===== config.mk =====
export PLATFORM = sky130hd
export DESIGN_NAME = maze_mem_arbiter
export DESIGN_NICKNAME = d
export VERILOG_FILES = /design/src/rtl/maze_pkg.sv /design/src/rtl/maze_mem_arbiter_rr_pick3.sv /design/src/rtl/maze_mem_arbiter.sv
export SDC_FILE = /design/constraint.sdc
export NUM_CORES = 1
export LEC_CHECK = 0
export CAP_MARGIN = 20
export CORE_MARGIN = 2
export CORE_UTILIZATION = 48
export CTS_CLUSTER_SIZE = 40
export DETAILED_ROUTE_END_ITERATION = 8
export MAX_ROUTING_LAYER = met4
export PLACE_DENSITY = 0.86
export SYNTH_ARGS = -nofsm -noshare
export SYNTH_HDL_FRONTEND = slang
export SYNTH_SLANG_ARGS = --single-unit

===== constraint.sdc =====
create_clock -name clk -period 6 [get_ports clk]
set_input_delay 1.2 -clock clk [delete_from_list [all_inputs] [get_ports clk]]
set_output_delay 1.2 -clock clk [all_outputs]
set_load 0.02 [all_outputs]

===== src/rtl/maze_pkg.sv =====
// maze_pkg: shared constants for the maze map memory arbiter.
//   REQ_*   requester IDs (bit positions in req/gnt/rvalid)
//   ADDR_W  map address width, {y[3:0], x[3:0]} over 16x16 cells
//   ARB/HOLD arbiter state encodings
package maze_pkg;
  localparam int ADDR_W  = 8;
  localparam int NUM_REQ = 3;

  localparam logic [1:0] REQ_LOADER = 2'd0;
  localparam logic [1:0] REQ_SOLVER = 2'd1;
  localparam logic [1:0] REQ_READER = 2'd2;

  localparam logic [0:0] ARB  = 1'b0;
  localparam logic [0:0] HOLD = 1'b1;
endpackage


===== src/rtl/maze_mem_arbiter_rr_pick3.sv =====
// rr_pick3: combinational 3-way round-robin picker.
//   req    in  3  requests
//   ptr    in  2  highest-priority index (0..2)
//   excl   in  3  requesters masked out of this pick
//   gnt    out 3  one-hot winner (0 when nobody eligible)
//   winner out 2  winner index (0 when nobody eligible)
module rr_pick3 (
  input  logic [2:0] req,
  input  logic [1:0] ptr,
  input  logic [2:0] excl,
  output logic [2:0] gnt,
  output logic [1:0] winner
);
  logic [2:0] cand;
  logic [2:0] sum;
  logic [1:0] idx;

  // Walk from the farthest slot back to ptr so the nearest eligible
  // requester is the last assignment and therefore wins.
  always_comb begin
    cand   = req & ~excl;
    gnt    = '0;
    winner = '0;
    sum    = '0;
    idx    = '0;
    for (int k = 2; k >= 0; k--) begin
      sum = {1'b0, ptr} + 3'(k);
      idx = (sum >= 3'd3) ? 2'(sum - 3'd3) : sum[1:0];
      if (cand[idx]) begin
        gnt    = 3'b001 << idx;
        winner = idx;
      end
    end
  end
endmodule


===== src/rtl/maze_mem_arbiter.sv =====
// maze_mem_arbiter: round-robin arbiter with burst lock in front of the
// single-port maze map memory (loader, solver, path reader).
//   clk/rst             clock, synchronous active-high reset
//   req/we/addr_in/
//   wdata_in/lock       per-requester command and burst-hold request
//   gnt                 one-hot accept, same cycle as the memory command
//   rvalid/rdata        read return one cycle after a read grant
//   mem_addr/mem_we/
//   mem_wdata/mem_rdata external map memory port
//   busy                high while a lock hold is in effect this cycle
module maze_mem_arbiter #(
  parameter int ADDR_W   = maze_pkg::ADDR_W,
  parameter int LOCK_MAX = 8
) (
  input  logic                   clk,
  input  logic                   rst,
  input  logic [2:0]             req,
  input  logic [2:0]             we,
  input  logic [2:0][ADDR_W-1:0] addr_in,
  input  logic [2:0]             wdata_in,
  input  logic [2:0]             lock,
  output logic [2:0]             gnt,
  output logic [2:0]             rvalid,
  output logic                   rdata,
  output logic [ADDR_W-1:0]      mem_addr,
  output logic                   mem_we,
  output logic                   mem_wdata,
  input  logic                   mem_rdata,
  output logic                   busy
);
  import maze_pkg::*;

  localparam int CNT_W = $clog2(LOCK_MAX + 1);

  logic [0:0]        state;
  logic [1:0]        ptr, owner, win, pick_win;
  logic [CNT_W-1:0]  cnt;
  logic [ADDR_W-1:0] addr_q;
  logic [2:0]        rv_pipe, pick_gnt, excl;
  logic              own_keep, hold_cont, any_gnt;

  // Owner still wants the bus; hold continues only below the burst limit.
  assign own_keep  = req[owner] & lock[owner];
  assign hold_cont = (state == HOLD) && own_keep && (cnt < CNT_W'(LOCK_MAX));

  // Voluntary release: owner sits out this cycle's pick. On a forced
  // release (cnt at limit) ptr is already owner+1, so the owner naturally
  // lands at lowest priority and may still win if alone.
  assign excl = ((state == HOLD) && !own_keep) ? (3'b001 << owner) : 3'b000;

  rr_pick3 u_pick (
    .req    (req),
    .ptr    (ptr),
    .excl   (excl),
    .gnt    (pick_gnt),
    .winner (pick_win)
  );

  always_comb begin
    gnt = hold_cont ? (3'b001 << owner) : pick_gnt;
    win = hold_cont ? owner : pick_win;
    if (rst) gnt = '0;
  end

  assign any_gnt   = |gnt;
  assign mem_addr  = any_gnt ? addr_in[win] : addr_q;
  assign mem_we    = any_gnt & we[win];
  assign mem_wdata = any_gnt & wdata_in[win];
  assign busy      = hold_cont & ~rst;
  // Gate with rst so a read granted just before reset never surfaces.
  assign rvalid    = rst ? 3'b000 : rv_pipe;
  assign rdata     = (|rvalid) & mem_rdata;

  always_ff @(posedge clk) begin
    if (rst) begin
      state   <= ARB;
      ptr     <= '0;
      cnt     <= '0;
      owner   <= '0;
      rv_pipe <= '0;
      addr_q  <= '0;
    end else begin
      rv_pipe <= (any_gnt && !we[win]) ? gnt : 3'b000;
      if (any_gnt) begin
        addr_q <= addr_in[win];
        ptr    <= (win == 2'd2) ? 2'd0 : win + 2'd1;
        if (lock[win]) begin
          state <= HOLD;
          owner <= win;
          cnt   <= hold_cont ? cnt + CNT_W'(1) : CNT_W'(1);
        end else begin
          state <= ARB;
        end
      end else begin
        state <= ARB;
      end
    end
  end
endmodule


==> results by group, run 1 <==
Outcome
  • Status: complete, no violations

Global routing
  • Pin count of the biggest net entering global routing: 15
  • Met2 Use GR: 0.3671
  • GR Util met3: 0.05757
  • Remaining Overflow, GRT: 0
  • Initial antenna violation count: 0
  • M1 GR Usage: 0.3247
  • Total track usage: 0.2433
  • Vias in the first global route: 1496
  • First-pass GRT wire length: 6.686 mm
  • GR peak layer: met2

Clocking
  • CTS Root Cell: clkbuf_4
  • Hold_buf cts: 0
  • Total CTS buffers: 3
  • Post_cts resized: 0
  • Clk slew on worst S/H paths: 0.11 ns
  • Longest Clk Path Bufs: 2
  • CTS tree: built
  • Post-CTS Setup Inserts: 0
  • Clock Latency Late Sink: 0.31 ns
  • CTS sink cnt: 20
  • H-tree lvl count: 1

Die
  • Starting Density: 0.5078
  • Die width: 60.83 um
  • # rows: 20
  • Top Ports: 57
  • Die Y: 60.83 um
  • Die ar.: 0.003700 mm2
  • Core area: 0.003053 mm2

Pwr
  • Leakage Power: 0.8447 nW
  • Switching Fraction: 0.4520
  • Int Power: 0.5481 mW
  • Clock power frac: 0.079
  • Pwr Density: 457.3 mW/mm2
  • Peak VDD IR: 349.1 uV
  • Sequential Power Share: 0.200
  • Combinational power share: 0.720
  • Switch Pwr: 0.4521 mW

Setup path
  • Worst Setup End Kind: primary output
  • Crit-path slowest cell: clkdlybuf4s50_1
  • Required @ worst endpoint: 4.80 ns
  • Crit Path Max Fanout: 14
  • Buf/Inv on CP: 2
  • Worst EP arrival: 4.33 ns
  • CP top delay family: compound AO/OA/AOI/OAI gates
  • Worst r2r src: owner[0]
  • Critical path launch point type: primary input
  • Largest stage delay, worst path: 0.63 ns
  • Flop-to-flop setup slack: 3.29 ns
  • Worst reg2reg path depth: 8
  • CP dominant cell by count: clkdlybuf4s50_1
  • Cell chain of the critical path: clkdlybuf4s50_1 -> or4b_4 -> a311oi_1 -> o211ai_1 -> o32ai_2 -> a222oi_1 -> mux2i_1 -> clkdlybuf4s50_1
  • Kind of critical path: in -> out
  • RR Endpoint: addr_q[1]

Detailed routing
  • DRT Pass-1 Iters: 6
  • Post-route DRC: 0
  • DR vias: 1674
  • DRT Wirelength: 4.009 mm
  • Mean routed wirelength per cell: 13.87 um
  • Routed Antenna Nets: 0
  • Initial DRC count: 110
  • Via/cell ratio: 5.792

Timing
  • RSZ-0062 raised after global routing: false
  • Tcrit/Tclk final: 0.9218
  • Slew @ Worst Pin: 0.9737 ns
  • Max-slew violations: 0
  • Final setup fails: 0
  • Final worst path period need: 5.531 ns
  • Setup tns final: 0 ns
  • Final Skew: 0.002668 ns
  • F_max: 180.8 MHz
  • Final hold vios: 0
  • Worst slew margin: 0.3509

Synth
  • Top-count cell post-synth: dfxtp_1
  • Syn_nets: 230
  • Synth top area cells: dfxtp_1, a31o_2, nand2_1
  • Post-synth EDFFs: 0
  • Ys Warns: 0
  • Synthesized area per cell: 8.246 um2
  • Mapped Cells: 188
  • Post-synth top area share: 0.2583
  • Post-synth top cells: dfxtp_1, nand2_1, inv_1, a21oi_1, nor2_1
  • Yosys top cell by area: dfxtp_1
  • Post-Syn Area: 0.001550 mm2
  • Most used flip-flop cell after synthesis: dfxtp_1
  • Sequential share of the synthesized area: 0.2583
  • Synth cell types: 58
  • Yosys reg bits: 20
  • Async S/R FF share, synth: 0

Cells and area
  • Nets: 288
  • Reg area: 400.4 um2
  • Post-Layout Cell Count: 289
  • Layout cells sized above 1: 0.1469
  • Area grow syn2layout: 41.08%
  • FILL cells: 262
  • Antenna Cells: 0
  • Multi-input gate area: 0.001022 mm2
  • Core Util, Final: 0.7164

Place
  • IO buf count: 56
  • Cells after DPL: 285
  • DP HPWL: 3.055 mm
  • GPL Wtd Cong: 0.8684

Worst hold path
  • Hold Crit Start: cnt[3]
  • Hold crit path type: reg -> reg
  • Hold depth: 2
  • Hold endpoint: cnt[3]

Flow run
  • Number of max-cap violations: 0
[sequential cells by signal, indices dropped and copies added (netlist names)]
| register | cells |
|---|---|
| addr_q | 8 |
| owner | 2 |
| ptr | 2 |
| state | 1 |
| rv_pipe | 3 |
| cnt | 4 |
[metrics by stage]
stage	power (mW)	setup WS [ns]	hold WS (ns)	cell area [um2]
global route	1.076	0.2778	0.5058	2187
finish	1.000	0.4689	0.4822	2187
floorplan	0.6882	1.656	0.4432	1550
CTS	1.001	0.4914	0.4844	2187
global placement	0.9096	0.5559	0.4607	2151
detailed placement	0.9188	0.5005	0.4675	2151
[power by group through the flow]
| stage | Sequential (mW) | Combinational, mW | Clock [mW] |
|---|---|---|---|
| final | 0.200 | 0.721 | 0.0793 |
| after global routing | 0.205 | 0.786 | 0.0860 |
| after CTS | 0.200 | 0.721 | 0.0807 |
| after detailed placement | 0.203 | 0.716 | 0 |
| after global placement | 0.201 | 0.708 | 0 |
| after floorplan | 0.193 | 0.495 | 0 |
[layout by cell type, fill, tap and decap left out, types with 4 or more instances in the layout]
cell type,instances
clkdlybuf4s50_1,56
dfxtp_1,20
nand2_1,17
inv_1,16
a21oi_1,12
nor2_1,11
a31o_2,9
buf_4,7
a31oi_1,6
a222oi_1,6
o211ai_1,5
nand3_1,5
mux2i_1,5
nor2b_1,4
nor3_1,4
[how the worst max path moves through the flow]
stage                     cells past startpoint  slack, ns           to    start
after detailed placement                     10       0.50  mem_addr[1]  lock[0]
after global placement                       10       0.56  mem_addr[1]  lock[0]
after CTS                                    10       0.49  mem_addr[1]  lock[0]
after floorplan                               8       1.66  mem_addr[6]  lock[0]
after global routing                         10       0.28  mem_addr[1]  lock[0]
final                                         8       0.47  mem_addr[4]  lock[0]
[kinds of logic (layout without fill, tap and decap cells)]
group,Yosys count,in the layout,share of synthesized area
compound gates,66,66,0.3414
fa+ha+maj,3,3,0.02422
buf+inv,26,83,0.08232
flops,20,20,0.2583
mux,8,8,0.05408
simple gates,65,65,0.2397
[area by class of cell]
class,count,share of cell area
Inverter,16,0.02746
Sequential cell,20,0.1831
Multi-Input combinational cell,142,0.4674
Clock buffer,4,0.01659
Tap cell,44,0.02517
Timing Repair Buffer,63,0.2803
[per-layer routing]
metal,routed length (um),share of wire
met5,0,0
met4,29,0.0072
met3,279,0.070
met2,1928,0.48
met1,1771,0.44
[tightest hold or removal path, delay by kind of cell (launching register included)]
kind	cells	cell delay [ns]
AOI/OAI and AO/OA	1	0.07
and+or+nand+nor	1	0.05
DFF	1	0.33
Note: power is estimated with default switching activity, not from simulation.
==> run 2: changes to the inputs <==
--- a/config.mk
+++ b/config.mk
@@ -6,7 +6,6 @@
 export NUM_CORES = 1
 export LEC_CHECK = 0
 export CAP_MARGIN = 20
-export CORE_MARGIN = 2
 export CORE_UTILIZATION = 48
 export CTS_CLUSTER_SIZE = 40
 export DETAILED_ROUTE_END_ITERATION = 8
==> run 2 against run 1 <==
  * Total power up 3.1%
  * Die area down 6.5%
  * Cell count unchanged
  * Sequential share of layout area down 0.14 points
  * First-iteration DRC count down 7.3%
  * Count of clock-buffer cells in the layout down 1
  * Non-clock buffer count unchanged
  * Global-route usage up 0.70 points
  * Register-to-register slack about the same
  * Worst hold slack worse by 0.0037 ns
==> results by group, run 2 (same netlist as run 1, synthesis figures left out) <==
Outcome
  • Status: complete, no violations

Worst hold path
  • Hold Crit Start: cnt[3]
  • Hold crit path type: reg -> reg
  • Hold endpoint: cnt[3]
  • Hold depth: 2

Clocking
  • Post_cts resized: 0
  • CTS tree: built
  • CTS sink cnt: 20
  • Post-CTS Setup Inserts: 0
  • Clk slew on worst S/H paths: 0.13 ns
  • Longest Clk Path Bufs: 2
  • Clock Latency Late Sink: 0.31 ns
  • CTS Root Cell: clkbuf_4
  • H-tree lvl count: 1
  • Hold_buf cts: 0
  • Total CTS buffers: 3

Pwr
  • Peak VDD IR: 307.1 uV
  • Total Power: 1.031 mW
  • Sequential Power Share: 0.193
  • Int Power: 0.5785 mW
  • Pwr Density: 467.8 mW/mm2
  • Leakage Power: 0.8517 nW
  • Switching Fraction: 0.4388
  • Combinational power share: 0.698
  • Clock power frac: 0.109
  • Switch Pwr: 0.4523 mW

Timing
  • Setup tns final: 0 ns
  • Final hold vios: 0
  • Final setup fails: 0
  • Max-slew violations: 0
  • Final worst path period need: 5.398 ns
  • RSZ-0062 raised after global routing: false
  • F_max: 185.2 MHz
  • Tcrit/Tclk final: 0.8997
  • Final Skew: 0.008729 ns
  • Slew @ Worst Pin: 0.6654 ns
  • Worst slew margin: 0.5543

Detailed routing
  • Mean routed wirelength per cell: 13.46 um
  • Post-route DRC: 0
  • DRT Pass-1 Iters: 6
  • DRT Wirelength: 3.891 mm
  • DR vias: 1656
  • Initial DRC count: 102
  • Routed Antenna Nets: 0
  • Via/cell ratio: 5.730

Cells and area
  • Leading cell type in the layout, fill and taps excluded: clkdlybuf4s50_1
  • Regs by FF count: addr_q: 8 flops, cnt: 4 flops, rv_pipe: 3 flops
  • Most frequent cells in the layout: clkdlybuf4s50_1, dfxtp_1, nand2_1
  • Register with the most flip-flops: addr_q
  • Layout cells sized above 1: 0.1469
  • Antenna Cells: 0
  • Max reg flops: 8
  • Area grow syn2layout: 42.13%
  • Nets: 288
  • Core Util, Final: 0.7217

Die
  • Core area: 0.003053 mm2
  • Top Ports: 57
  • Die width: 58.83 um
  • Die Y: 58.83 um
  • Starting Density: 0.5078
  • # rows: 20
  • Die ar.: 0.003461 mm2

Place
  • GPL Wtd Cong: 0.8606
  • IO buf count: 56
  • DP HPWL: 2.943 mm

Setup path
  • Required @ worst endpoint: 4.80 ns
  • Worst Setup End Kind: primary output
  • Worst r2r src: owner[0]
  • Kind of critical path: in -> out
  • Crit Path Max Fanout: 15
  • Critical path launch point type: primary input
  • RR Endpoint: cnt[0]
  • Flop-to-flop setup slack: 3.28 ns
  • Worst EP arrival: 4.20 ns
  • Worst reg2reg path depth: 8

Global routing
  • Total track usage: 0.2504
  • First-pass GRT wire length: 6.555 mm
  • Remaining Overflow, GRT: 0
  • Vias in the first global route: 1471
  • Initial antenna violation count: 0
  • Pin count of the biggest net entering global routing: 16

Flow run
  • Number of max-cap violations: 0
run 2: layout make-up:
cell class | count | area [um2]
clock buffer | 3 | 22.52
clock inverter | 1 | 30.03
fill | 245 | 849.6
inverter | 16 | 60.06
multi-input combinational | 142 | 1022
sequential | 20 | 400.4
tap | 44 | 55.05
timing repair buffer | 63 | 613.1
run 2: routing by layer:
layer	GRT usage	part of all wire
met4	0.06122	0.011
met5	-	0
met3	0.03736	0.050
met1	0.3365	0.45
met2	0.3945	0.49
run 2: critical path, cell delays in order:
cell and delay (ns):
clkdlybuf4s50_1 0.46, nand4bb_1 0.24, and2_4 0.21, a2111o_1 0.43, o21ai_2 0.53, a22o_1 0.25, a21o_1 0.13, and2_1 0.13
clkdlybuf4s50_1 0.60
run 2: worst max-delay path by stage:
stage	startpoint	end	slack, ns	depth (start not counted)
after CTS	lock[2]	mem_addr[4]	0.58	8
after detailed placement	lock[2]	mem_we	0.59	9
after global routing	lock[2]	mem_addr[4]	0.43	8
after global placement	lock[2]	mem_addr[4]	0.67	8
after floorplan	lock[0]	mem_addr[6]	1.66	8
final	lock[2]	mem_we	0.60	9
run 2: power groups by stage:
stage                     registers, mW  logic (mW)  clock network [mW]
after global routing              0.205       0.784               0.118
after global placement            0.201       0.710                   0
after floorplan                   0.193       0.495                   0
after detailed placement          0.202       0.717                   0
final                             0.199       0.720               0.113
after CTS                         0.199       0.721               0.114
run 2: stage by stage:
step	cells	area, um2	hold WS [ns]	setup WS (ns)
finish	289	2203	0.4784	0.6018
global route	289	2203	0.5075	0.4288
CTS	289	2203	0.4816	0.5826
detailed placement	285	2151	0.4641	0.5891
global placement	285	2151	0.4658	0.6730
floorplan	188	1550	0.4432	1.656
==> run 3: changes to the inputs <==
--- a/config.mk
+++ b/config.mk
@@ -11,6 +11,7 @@
 export DETAILED_ROUTE_END_ITERATION = 8
 export MAX_ROUTING_LAYER = met4
 export PLACE_DENSITY = 0.86
+export SKIP_CTS_REPAIR_TIMING = 1
 export SYNTH_ARGS = -nofsm -noshare
 export SYNTH_HDL_FRONTEND = slang
 export SYNTH_SLANG_ARGS = --single-unit
==> results of run 3 <==
No change in the layout: final DEF, timing and power equal those of run 2.
